<file path="src/rtl/ctrl_pkg.sv">
// Shared opcodes, control-field encodings and decode helpers for ctrl_seq.
// The M-extension is enabled by defining CTRL_MDU_EN.
package ctrl_pkg;

    localparam logic [6:0] OP_RTYPE  = 7'b0110011;
    localparam logic [6:0] OP_ITYPE  = 7'b0010011;
    localparam logic [6:0] OP_LUI    = 7'b0110111;
    localparam logic [6:0] OP_SYSTEM = 7'b1110011;

    localparam logic [2:0] F3_CSRRW  = 3'b001;
    localparam logic [6:0] F7_BASE   = 7'b0000000;
    localparam logic [6:0] F7_ALT    = 7'b0100000;
    localparam logic [6:0] F7_MULDIV = 7'b0000001;

    localparam int GPIO_STRIDE = 4;

    typedef enum logic [3:0] {
        ALU_AND  = 4'b0000, ALU_OR   = 4'b0001, ALU_XOR  = 4'b0010,
        ALU_ADD  = 4'b0011, ALU_SUB  = 4'b0100, ALU_MUL  = 4'b0101,
        ALU_MULH = 4'b0110, ALU_MULU = 4'b0111, ALU_SLL  = 4'b1000,
        ALU_SRL  = 4'b1001, ALU_SRA  = 4'b1010, ALU_SLT  = 4'b1100,
        ALU_SLTU = 4'b1101, ALU_DIV  = 4'b1110, ALU_REM  = 4'b1111
    } aluop_t;

    typedef enum logic [1:0] {
        SRC_RS2 = 2'b00, SRC_IMM12 = 2'b01, SRC_IMM20 = 2'b10
    } alusrc_t;

    typedef enum logic [1:0] {
        SEL_NONE = 2'b00, SEL_IMM20 = 2'b01, SEL_ALU = 2'b10, SEL_GPIO = 2'b11
    } regsel_t;

    typedef enum logic {
        MDU_IDLE = 1'b0, MDU_BUSY = 1'b1
    } mdu_state_t;

    typedef struct packed {
        alusrc_t    alusrc;
        logic       regwrite;
        regsel_t    regsel;
        aluop_t     aluop;
        logic [2:0] funct3;
        logic       illegal;
    } ctrl_word_t;

    localparam ctrl_word_t CTRL_ZERO = '{alusrc: SRC_RS2, regwrite: 1'b0, regsel: SEL_NONE,
                                         aluop: ALU_AND, funct3: 3'b000, illegal: 1'b0};

    // funct3 -> ALU op for the base integer group (shared by R-type and I-type)
    function automatic aluop_t base_aluop(input logic [2:0] f3);
        case (f3)
            3'b000:  return ALU_ADD;
            3'b001:  return ALU_SLL;
            3'b010:  return ALU_SLT;
            3'b011:  return ALU_SLTU;
            3'b100:  return ALU_XOR;
            3'b101:  return ALU_SRL;
            3'b110:  return ALU_OR;
            3'b111:  return ALU_AND;
            default: return ALU_AND;
        endcase
    endfunction

    function automatic aluop_t mdu_aluop(input logic [2:0] f3);
        case (f3)
            3'b000:  return ALU_MUL;
            3'b001:  return ALU_MULH;
            3'b010:  return ALU_MULU;
            3'b011:  return ALU_MULU;
            3'b100:  return ALU_DIV;
            3'b101:  return ALU_DIV;
            3'b110:  return ALU_REM;
            3'b111:  return ALU_REM;
            default: return ALU_MUL;
        endcase
    endfunction

endpackage

</file>
<file path="src/rtl/mdu_seq.sv">
// Divide sequencer: tracks EX occupancy of an iterative divide and pulses start.
// Instantiated by ctrl_seq only when CTRL_MDU_EN is defined.
module mdu_seq
    import ctrl_pkg::*;
#(
    parameter int DIV_CYCLES = 32
) (
    input  logic clk,
    input  logic rst_n,
    input  logic div_req,
    output logic busy,
    output logic last,
    output logic start
);

    localparam int CW = $clog2(DIV_CYCLES);
    localparam logic [CW-1:0] CNT_LOAD = CW'(DIV_CYCLES - 1);

    mdu_state_t    state_r, state_s;
    logic [CW-1:0] cnt_r, cnt_s;
    logic          start_r, start_s;

    // Next state: a request in IDLE or on the final BUSY cycle (re)loads the counter
    always_comb begin
        state_s = state_r;
        cnt_s   = cnt_r;
        start_s = 1'b0;
        case (state_r)
            MDU_IDLE: begin
                if (div_req) begin
                    state_s = MDU_BUSY;
                    cnt_s   = CNT_LOAD;
                    start_s = 1'b1;
                end else begin
                    state_s = MDU_IDLE;
                end
            end
            MDU_BUSY: begin
                if (cnt_r != {CW{1'b0}}) begin
                    cnt_s = cnt_r - CW'(1);
                end else if (div_req) begin
                    cnt_s   = CNT_LOAD;
                    start_s = 1'b1;
                end else begin
                    state_s = MDU_IDLE;
                end
            end
            default: begin
                state_s = MDU_IDLE;
                cnt_s   = {CW{1'b0}};
            end
        endcase
    end

    // State, counter and start-pulse registers
    always_ff @(posedge clk or negedge rst_n) begin
        if (!rst_n) begin
            state_r <= MDU_IDLE;
            cnt_r   <= {CW{1'b0}};
            start_r <= 1'b0;
        end else begin
            state_r <= state_s;
            cnt_r   <= cnt_s;
            start_r <= start_s;
        end
    end

    assign busy  = (state_r == MDU_BUSY);
    assign last  = busy && (cnt_r == {CW{1'b0}});
    assign start = start_r;

endmodule

</file>
<file path="src/rtl/ctrl_seq.sv">
// EX-stage control word register with GPIO CSR decode and divide stall sequencing.
// Define CTRL_MDU_EN to enable the M-extension decode and the divide FSM.
module ctrl_seq
    import ctrl_pkg::*;
#(
    parameter int          N_GPIO     = 2,
    parameter int          DIV_CYCLES = 32,
    parameter logic [11:0] CSR_BASE   = 12'hF00,
    localparam int         RSEL_W     = (N_GPIO > 1) ? $clog2(N_GPIO) : 1
) (
    input  logic              clk,
    input  logic              rst_n,
    input  logic              valid_ID,
    input  logic [6:0]        op,
    input  logic [2:0]        funct3,
    input  logic [6:0]        funct7,
    input  logic [11:0]       imm12,
    output logic              stall_F,
    output logic [1:0]        alusrc_EX,
    output logic              regwrite_EX,
    output logic [1:0]        regsel_EX,
    output logic [3:0]        aluop_EX,
    output logic [2:0]        funct3_EX,
    output logic [N_GPIO-1:0] gpio_we_EX,
    output logic [RSEL_W-1:0] gpio_rsel_EX,
    output logic              mdu_start,
    output logic              illegal_EX
);

    ctrl_word_t        dec_s, word_r;
    logic [N_GPIO-1:0] we_s, we_r;
    logic [RSEL_W-1:0] rsel_s, rsel_r;
    logic              legal_s;
    logic              stall_s;
`ifdef CTRL_MDU_EN
    logic              div_s;
    logic              busy_s;
    logic              last_s;
    logic              start_s;
`endif

    // Decode the ID instruction; anything unrecognised collapses to an illegal zero word
    always_comb begin
        dec_s   = CTRL_ZERO;
        we_s    = {N_GPIO{1'b0}};
        rsel_s  = {RSEL_W{1'b0}};
        legal_s = 1'b0;
`ifdef CTRL_MDU_EN
        div_s   = 1'b0;
`endif
        if (valid_ID) begin
            dec_s.funct3   = funct3;
            dec_s.regwrite = 1'b1;
            case (op)
                OP_RTYPE: begin
                    dec_s.alusrc = SRC_RS2;
                    dec_s.regsel = SEL_ALU;
                    if (funct7 == F7_BASE) begin
                        dec_s.aluop = base_aluop(funct3);
                        legal_s     = 1'b1;
                    end else if (funct7 == F7_ALT && funct3 == 3'b000) begin
                        dec_s.aluop = ALU_SUB;
                        legal_s     = 1'b1;
                    end else if (funct7 == F7_ALT && funct3 == 3'b101) begin
                        dec_s.aluop = ALU_SRA;
                        legal_s     = 1'b1;
`ifdef CTRL_MDU_EN
                    end else if (funct7 == F7_MULDIV) begin
                        // rd is written only on the final divide cycle, not at issue
                        dec_s.aluop    = mdu_aluop(funct3);
                        dec_s.regwrite = ~funct3[2];
                        div_s          = funct3[2];
                        legal_s        = 1'b1;
`endif
                    end else begin
                        legal_s = 1'b0;
                    end
                end
                OP_ITYPE: begin
                    dec_s.alusrc = SRC_IMM12;
                    dec_s.regsel = SEL_ALU;
                    dec_s.aluop  = base_aluop(funct3);
                    if (funct3 == 3'b001 || funct3 == 3'b101) begin
                        if (imm12[11:5] == F7_BASE) begin
                            legal_s = 1'b1;
                        end else if (funct3 == 3'b101 && imm12[11:5] == F7_ALT) begin
                            dec_s.aluop = ALU_SRA;
                            legal_s     = 1'b1;
                        end else begin
                            legal_s = 1'b0;
                        end
                    end else begin
                        legal_s = 1'b1;
                    end
                end
                OP_LUI: begin
                    dec_s.alusrc = SRC_IMM20;
                    dec_s.regsel = SEL_IMM20;
                    dec_s.aluop  = ALU_AND;
                    legal_s      = 1'b1;
                end
                OP_SYSTEM: begin
                    dec_s.regsel = SEL_GPIO;
                    if (funct3 == F3_CSRRW) begin
                        // Channel k: input at BASE+4k, output at BASE+2+4k
                        for (int k = 0; k < N_GPIO; k++) begin
                            if (imm12 == CSR_BASE + 12'(GPIO_STRIDE * k)) begin
                                rsel_s  = RSEL_W'(k);
                                legal_s = 1'b1;
                            end else if (imm12 == CSR_BASE + 12'd2 + 12'(GPIO_STRIDE * k)) begin
                                we_s[k] = 1'b1;
                                legal_s = 1'b1;
                            end else begin
                                we_s[k] = we_s[k];
                            end
                        end
                    end else begin
                        legal_s = 1'b0;
                    end
                end
                default: legal_s = 1'b0;
            endcase
            if (!legal_s) begin
                dec_s         = CTRL_ZERO;
                dec_s.illegal = 1'b1;
                we_s          = {N_GPIO{1'b0}};
                rsel_s        = {RSEL_W{1'b0}};
`ifdef CTRL_MDU_EN
                div_s         = 1'b0;
`endif
            end else begin
                dec_s.illegal = 1'b0;
            end
        end else begin
            dec_s = CTRL_ZERO;
        end
    end

`ifdef CTRL_MDU_EN
    mdu_seq #(.DIV_CYCLES(DIV_CYCLES)) u_mdu_seq (
        .clk     (clk),
        .rst_n   (rst_n),
        .div_req (div_s & ~stall_s),
        .busy    (busy_s),
        .last    (last_s),
        .start   (start_s)
    );
    assign stall_s     = busy_s & ~last_s;
    assign mdu_start   = start_s;
    assign regwrite_EX = word_r.regwrite | last_s;
`else
    assign stall_s     = 1'b0;
    assign mdu_start   = 1'b0;
    assign regwrite_EX = word_r.regwrite;
`endif

    // EX control word register; held while a divide occupies EX
    always_ff @(posedge clk or negedge rst_n) begin
        if (!rst_n) begin
            word_r <= CTRL_ZERO;
            we_r   <= {N_GPIO{1'b0}};
            rsel_r <= {RSEL_W{1'b0}};
        end else if (!stall_s) begin
            word_r <= dec_s;
            we_r   <= we_s;
            rsel_r <= rsel_s;
        end else begin
            word_r <= word_r;
            we_r   <= we_r;
            rsel_r <= rsel_r;
        end
    end

    assign stall_F      = stall_s;
    assign alusrc_EX    = word_r.alusrc;
    assign regsel_EX    = word_r.regsel;
    assign aluop_EX     = word_r.aluop;
    assign funct3_EX    = word_r.funct3;
    assign illegal_EX   = word_r.illegal;
    assign gpio_we_EX   = we_r;
    assign gpio_rsel_EX = rsel_r;

endmodule
</file>
<file path="config.mk">
export PLATFORM = sky130hd
export DESIGN_NAME = ctrl_seq
export DESIGN_NICKNAME = d
export VERILOG_FILES = /design/src/rtl/ctrl_pkg.sv /design/src/rtl/mdu_seq.sv /design/src/rtl/ctrl_seq.sv
export SDC_FILE = /design/constraint.sdc
export NUM_CORES = 1
export LEC_CHECK = 0
export CAP_MARGIN = 20
export CORE_ASPECT_RATIO = 0.8
export CORE_MARGIN = 2
export CORE_UTILIZATION = 37
export CTS_CLUSTER_SIZE = 12
export DETAILED_ROUTE_END_ITERATION = 7
export PLACE_DENSITY = 0.82
export SLEW_MARGIN = 40
export SYNTH_ARGS = -nofsm -noshare
export SYNTH_HDL_FRONTEND = slang
export SYNTH_HIERARCHICAL = 1
export SYNTH_SLANG_ARGS = --single-unit
</file>
<file path="constraint.sdc">
create_clock -name clk -period 0.8 [get_ports clk]
set_clock_uncertainty 0.15 [all_clocks]
set_input_delay 0.12 -clock clk [delete_from_list [all_inputs] [get_ports clk]]
set_output_delay 0.12 -clock clk [all_outputs]
set_load 0.05 [all_outputs]
</file>
---- Word level (Yosys, flattened, before mapping) ----
Memory sizes are Yosys's and may differ from the RTL's.
Index checks and enable logic that the tools add are counted.
operators by class
  $add $sub $neg .......................... 0
  multipliers ............................. 0
  divide/modulo/power cells ............... 0
  $lt $le $gt $ge ......................... 0
  eq/ne operators ......................... 12
  shifts and indexed selects .............. 0
  mux-type cells .......................... 37
  bitwise gates (word level) .............. 0
  reduce and logical (&&, ||, !) cells .... 8
operators by type and width
  cell                  number
  $eq 12x12->1 const B  4
  $eq 7x6->1 const B    4
  $mux 4                6
  $mux 1                21
  $logic_not 7->1       2
  $mux 13               1
  $mux 12               1
  $mux 2                4
  $pmux 4 s2            1
  $eq 7x5->1 const B    1
  $eq 7x7->1 const B    1
  $pmux 2 s3            1
  $pmux 1 s4            1
  $pmux 2 s2            1
  $eq 3x1->1 const B    1
  $eq 3x3->1 const B    1
  $logic_and 1x1->1     3
  $logic_not 3->1       1
  $reduce_or 2->1       1
  $logic_or 1x1->1      1
storage, ports and cells
  flip-flop bits (word level) ............. 16
  bits in latches ......................... 0
  RAM bits ................................ 0
  bits in read-only memories .............. 64
  logic and storage cells ................. 67
  memories ................................ 2
memories
  memory           words  width  read ports  clocked after memory_dff  wr ports  RTL line        text
  (no name shown)  8      4      1           0                         0         ctrl_pkg.sv:51  case (f3)
  (no name shown)  8      4      1           0                         0         ctrl_pkg.sv:51

---- Logic depth before layout (Yosys ltp) ----
  word-level depth ........................ 10
  mapped depth ............................ 7
  depth with buffers taken out ............ 6

---- Worst setup path after synthesis ----
No wires, ideal clock.
  path kind ............................... input to register
  from .................................... input op[3]
  to ...................................... register word_r (netlist bit regsel_EX[1])
  setup time .............................. 80 ps
  arrival ................................. 1,443 ps
  required time ........................... 570 ps
  setup slack ............................. -873 ps
  stages .................................. 6
  buffers on the path ..................... 1
  cell sequence ........................... and4b_1 or4b_1 a21oi_1 o41a_1 buf_6 nor3b_2
RTL lines
  item                  RTL line         text
  start, declared       ctrl_seq.sv:14   input logic [6:0] op,
  end signal, assigned  ctrl_seq.sv:164  word_r <= dec_s;
  end signal, assigned  ctrl_seq.sv:168  word_r <= word_r;
  end, declared         ctrl_seq.sv:30   ctrl_word_t dec_s, word_r;

==> impl_metrics.json <==
{
  "via_per_inst": 5.45,
  "fp-row-count": 15,
  "ant_nets": 0,
  "holdCritPathClass": "in -> async",
  "crit_path_end_kind": "flip-flop",
  "switching_share": 0.263,
  "worst-path-buf-inv": 1,
  "busiest_layer": "met2",
  "powerDensity_nw_per_um2": 942,
  "portBuffers": 47,
  "most-common-layout-cells": "buf_4, buf_12, dfrtp_2, dlygate4sd2_1, buf_2",
  "final_net_count": 197,
  "core_sq_um": 2210,
  "globalRouteTotalUtil": 0.245,
  "crit_type": "in -> reg",
  "yosys_register_bits": 16,
  "grt_overflow": 0,
  "cts-buffers-inserted": 3,
  "max_freq_mhz": 624,
  "avgSynthCellArea_sq_um": 9.88,
  "fin_area_sq_um": 1870,
  "met2_usage": 0.473,
  "die_w_microns": 58.8,
  "drive_gt1_frac": 0.580,
  "critPathArrivalTime_ns": 1.68,
  "drt_pass1_iterations": 6,
  "fin_crit_ns": 1.60,
  "rsz0062_at_grt": "yes",
  "report.final.slew_viol_count": 0,
  "post-route-period-util": 2.00,
  "grt_first_pass_wirelength_mm": 4.89,
  "wl_per_cell_microns": 16.7,
  "tritoncts": "yes",
  "grt_use_met1": 0.253,
  "drcViolationCount": 4,
  "power_w": 0.00176,
  "max-clock-path-buffers": 2,
  "antenna_cells": 0,
  "ys_warn_count": 6,
  "start_util": 0.402,
  "area_growth_syn_to_layout_pct": 110,
  "pwr-share-clk": 0.304,
  "syn_area_sq_um": 890,
  "violations": "DRC, setup timing",
  "path_cells": "buf_6 > and4b_1 > or4b_4 > a21oi_4 > o41a_1 > and3_1",
  "worst_slack_ns": -0.802,
  "grt_pass1_vias": 1078,
  "dr_total_vias": 1019,
  "p_comb_frac": 0.232,
  "status": "finished, violations left",
  "ctsHoldBuffers": 0,
  "clock-sinks": 16,
  "ios": 50,
  "critPathMaxStageDelay_ns": 0.51,
  "hold_viol": 0,
  "antenna_found_initial": 0,
  "slowest_stage": "or4b_4",
  "htreeDepth": 1,
  "drt_iter0_drc": 25,
  "fillCellCount": 120,
  "dp_hpwl_mm": 2.29,
  "postSynthCellCount": 90,
  "grt_max_degree": 17,
  "cp.required_ns": 0.87,
  "p_leak_nw": 0.818,
  "internal_power_w": 0.00130,
  "vdd_drop_max_uv": 457,
  "synth-seq-area-share": 0.450,
  "globalplace.congestion": 0.808,
  "dieArea_sq_um": 2810,
  "setup_viol": 32,
  "critical-path-top-delay-family": "simple AND/OR/NAND/NOR gates",
  "final_common_cell": "buf_4",
  "clk_pin_slew_ns": 0.09,
  "root_buffer": "clkbuf_4",
  "power_switching_w": 0.000463,
  "die-height_microns": 47.9,
  "post_dp_cell_area_sq_um": 1720,
  "pwr-share-seq": 0.463,
  "critPathMaxFanout": 5,
  "cap_violations": 0,
  "grtUsageMet3": 0.0486,
  "synth_cell_types": 37,
  "cp-start-kind": "primary input",
  "finalWirelength_mm": 3.12
}
[area by class of cell]
class                      instances  area, sq um  share of cell area
multi-input combinational         68          589               0.315
clock buffer                       4         36.3              0.0194
sequential                        16          418               0.224
timing repair buffer              71          782               0.419
inverter                           3         11.3             0.00603
tap                               25         31.3              0.0167
[cell usage after synthesis]
| library cell | instances | area, sq um |
|---|---|---|
| and4b_1 | 1 | 10.0 |
| or2_1 | 1 | 6.26 |
| nand4_1 | 2 | 12.5 |
| o21ai_0 | 2 | 10.0 |
| nand3_1 | 3 | 15.0 |
| mux2i_1 | 1 | 10.0 |
| and3b_1 | 1 | 8.76 |
| or4b_1 | 1 | 10.0 |
| nand2_1 | 6 | 22.5 |
| buf_6 | 1 | 11.3 |
| and3_1 | 1 | 6.26 |
| o22ai_1 | 1 | 6.26 |
| buf_4 | 3 | 22.5 |
| a21boi_0 | 1 | 7.51 |
| o21a_1 | 1 | 7.51 |
| ha_1 | 2 | 25.0 |
| a21boi_1 | 1 | 7.51 |
| conb_1 | 1 | 3.75 |
| nor3b_2 | 2 | 25.0 |
| and2_1 | 6 | 37.5 |
| nor2_1 | 8 | 30.0 |
| or3_4 | 1 | 11.3 |
| dfrtp_1 | 16 | 400 |
| nor4_4 | 1 | 21.3 |
| a21boi_2 | 1 | 11.3 |
| xor2_1 | 1 | 8.76 |
| nor4_1 | 2 | 12.5 |
| o41a_1 | 1 | 11.3 |
| clkbuf_1 | 1 | 3.75 |
| xnor2_1 | 1 | 8.76 |
| nor3b_1 | 2 | 15.0 |
| inv_1 | 3 | 11.3 |
| nor3_1 | 6 | 30.0 |
| a21oi_1 | 3 | 15.0 |
| a22oi_1 | 1 | 7.51 |
| and2b_1 | 1 | 7.51 |
| nand2b_1 | 3 | 18.8 |
[sequential cells by signal, summed over array words and instances, names as in the netlist]
register / count
alusrc_EX: 2
gpio_we_EX: 2
illegal_EX: 1
aluop_EX: 4
regsel_EX: 2
regwrite_EX: 1
funct3_EX: 3
gpio_rsel_EX: 1
[cells by family after synthesis]
family,count (synthesis),share of synthesized area
flops,16,0.450
xor+xnor,2,0.0197
buf+inv,8,0.0548
fa+ha+maj,2,0.0281
mux,1,0.0113
simple gates,48,0.338
compound gates,12,0.0942
other cells,1,0.00422
[timing repair]
action | 4_1_cts | 5_1_grt
gates cloned | 1 | 0
gates resized for setup | 73 | 9
pin swaps | 22 | 12
setup buffers | 0 | 3
endpoints found under the hold margin | 0 | 0
endpoints found under the setup margin | 32 | 32
[per-stage QoR]
step                      TNS (ns)  setup slack (ns)  utilization  hold WS [ns]  std cells
after floorplan             -11.50            -0.856            -        -0.326         91
after global placement      -19.87             -1.36        0.776         0.318        179
after detailed placement    -21.26             -1.44        0.776         0.323        179
after CTS                   -15.45            -0.730        0.821        0.0157        184
after global routing        -17.36            -0.864        0.844       0.00770        187
final                       -16.34            -0.802        0.844       0.00936        187
[power by group through the flow]
stage          registers (W)  clock network [W]  logic [W]
6_report            0.000815           0.000536   0.000409
5_1_grt             0.000816           0.000575   0.000434
4_1_cts             0.000815           0.000534   0.000391
3_5_place_dp        0.000831                  0   0.000393
3_3_place_gp        0.000831                  0   0.000376
2_1_floorplan       0.000843                  0   0.000111
[metal layers]
metal,routed length [microns],share of wire
met1,1130,0.36
met2,1650,0.53
met3,249,0.080
met4,91,0.029
met5,0,0
[path summary, 6_finish.rpt]
check / from / to / slack (ns) / cells after the start
min: rst_n / aluop_EX[3] / 0.009 / 2
max: op[3] / aluop_EX[0] / -0.80 / 6
max in group asynchronous: rst_n / gpio_we_EX[1] / 0.36 / 2
min in group clk: funct3[0] / funct3_EX[0] / 0.10 / 2
(Power assumes the default switching activity.)
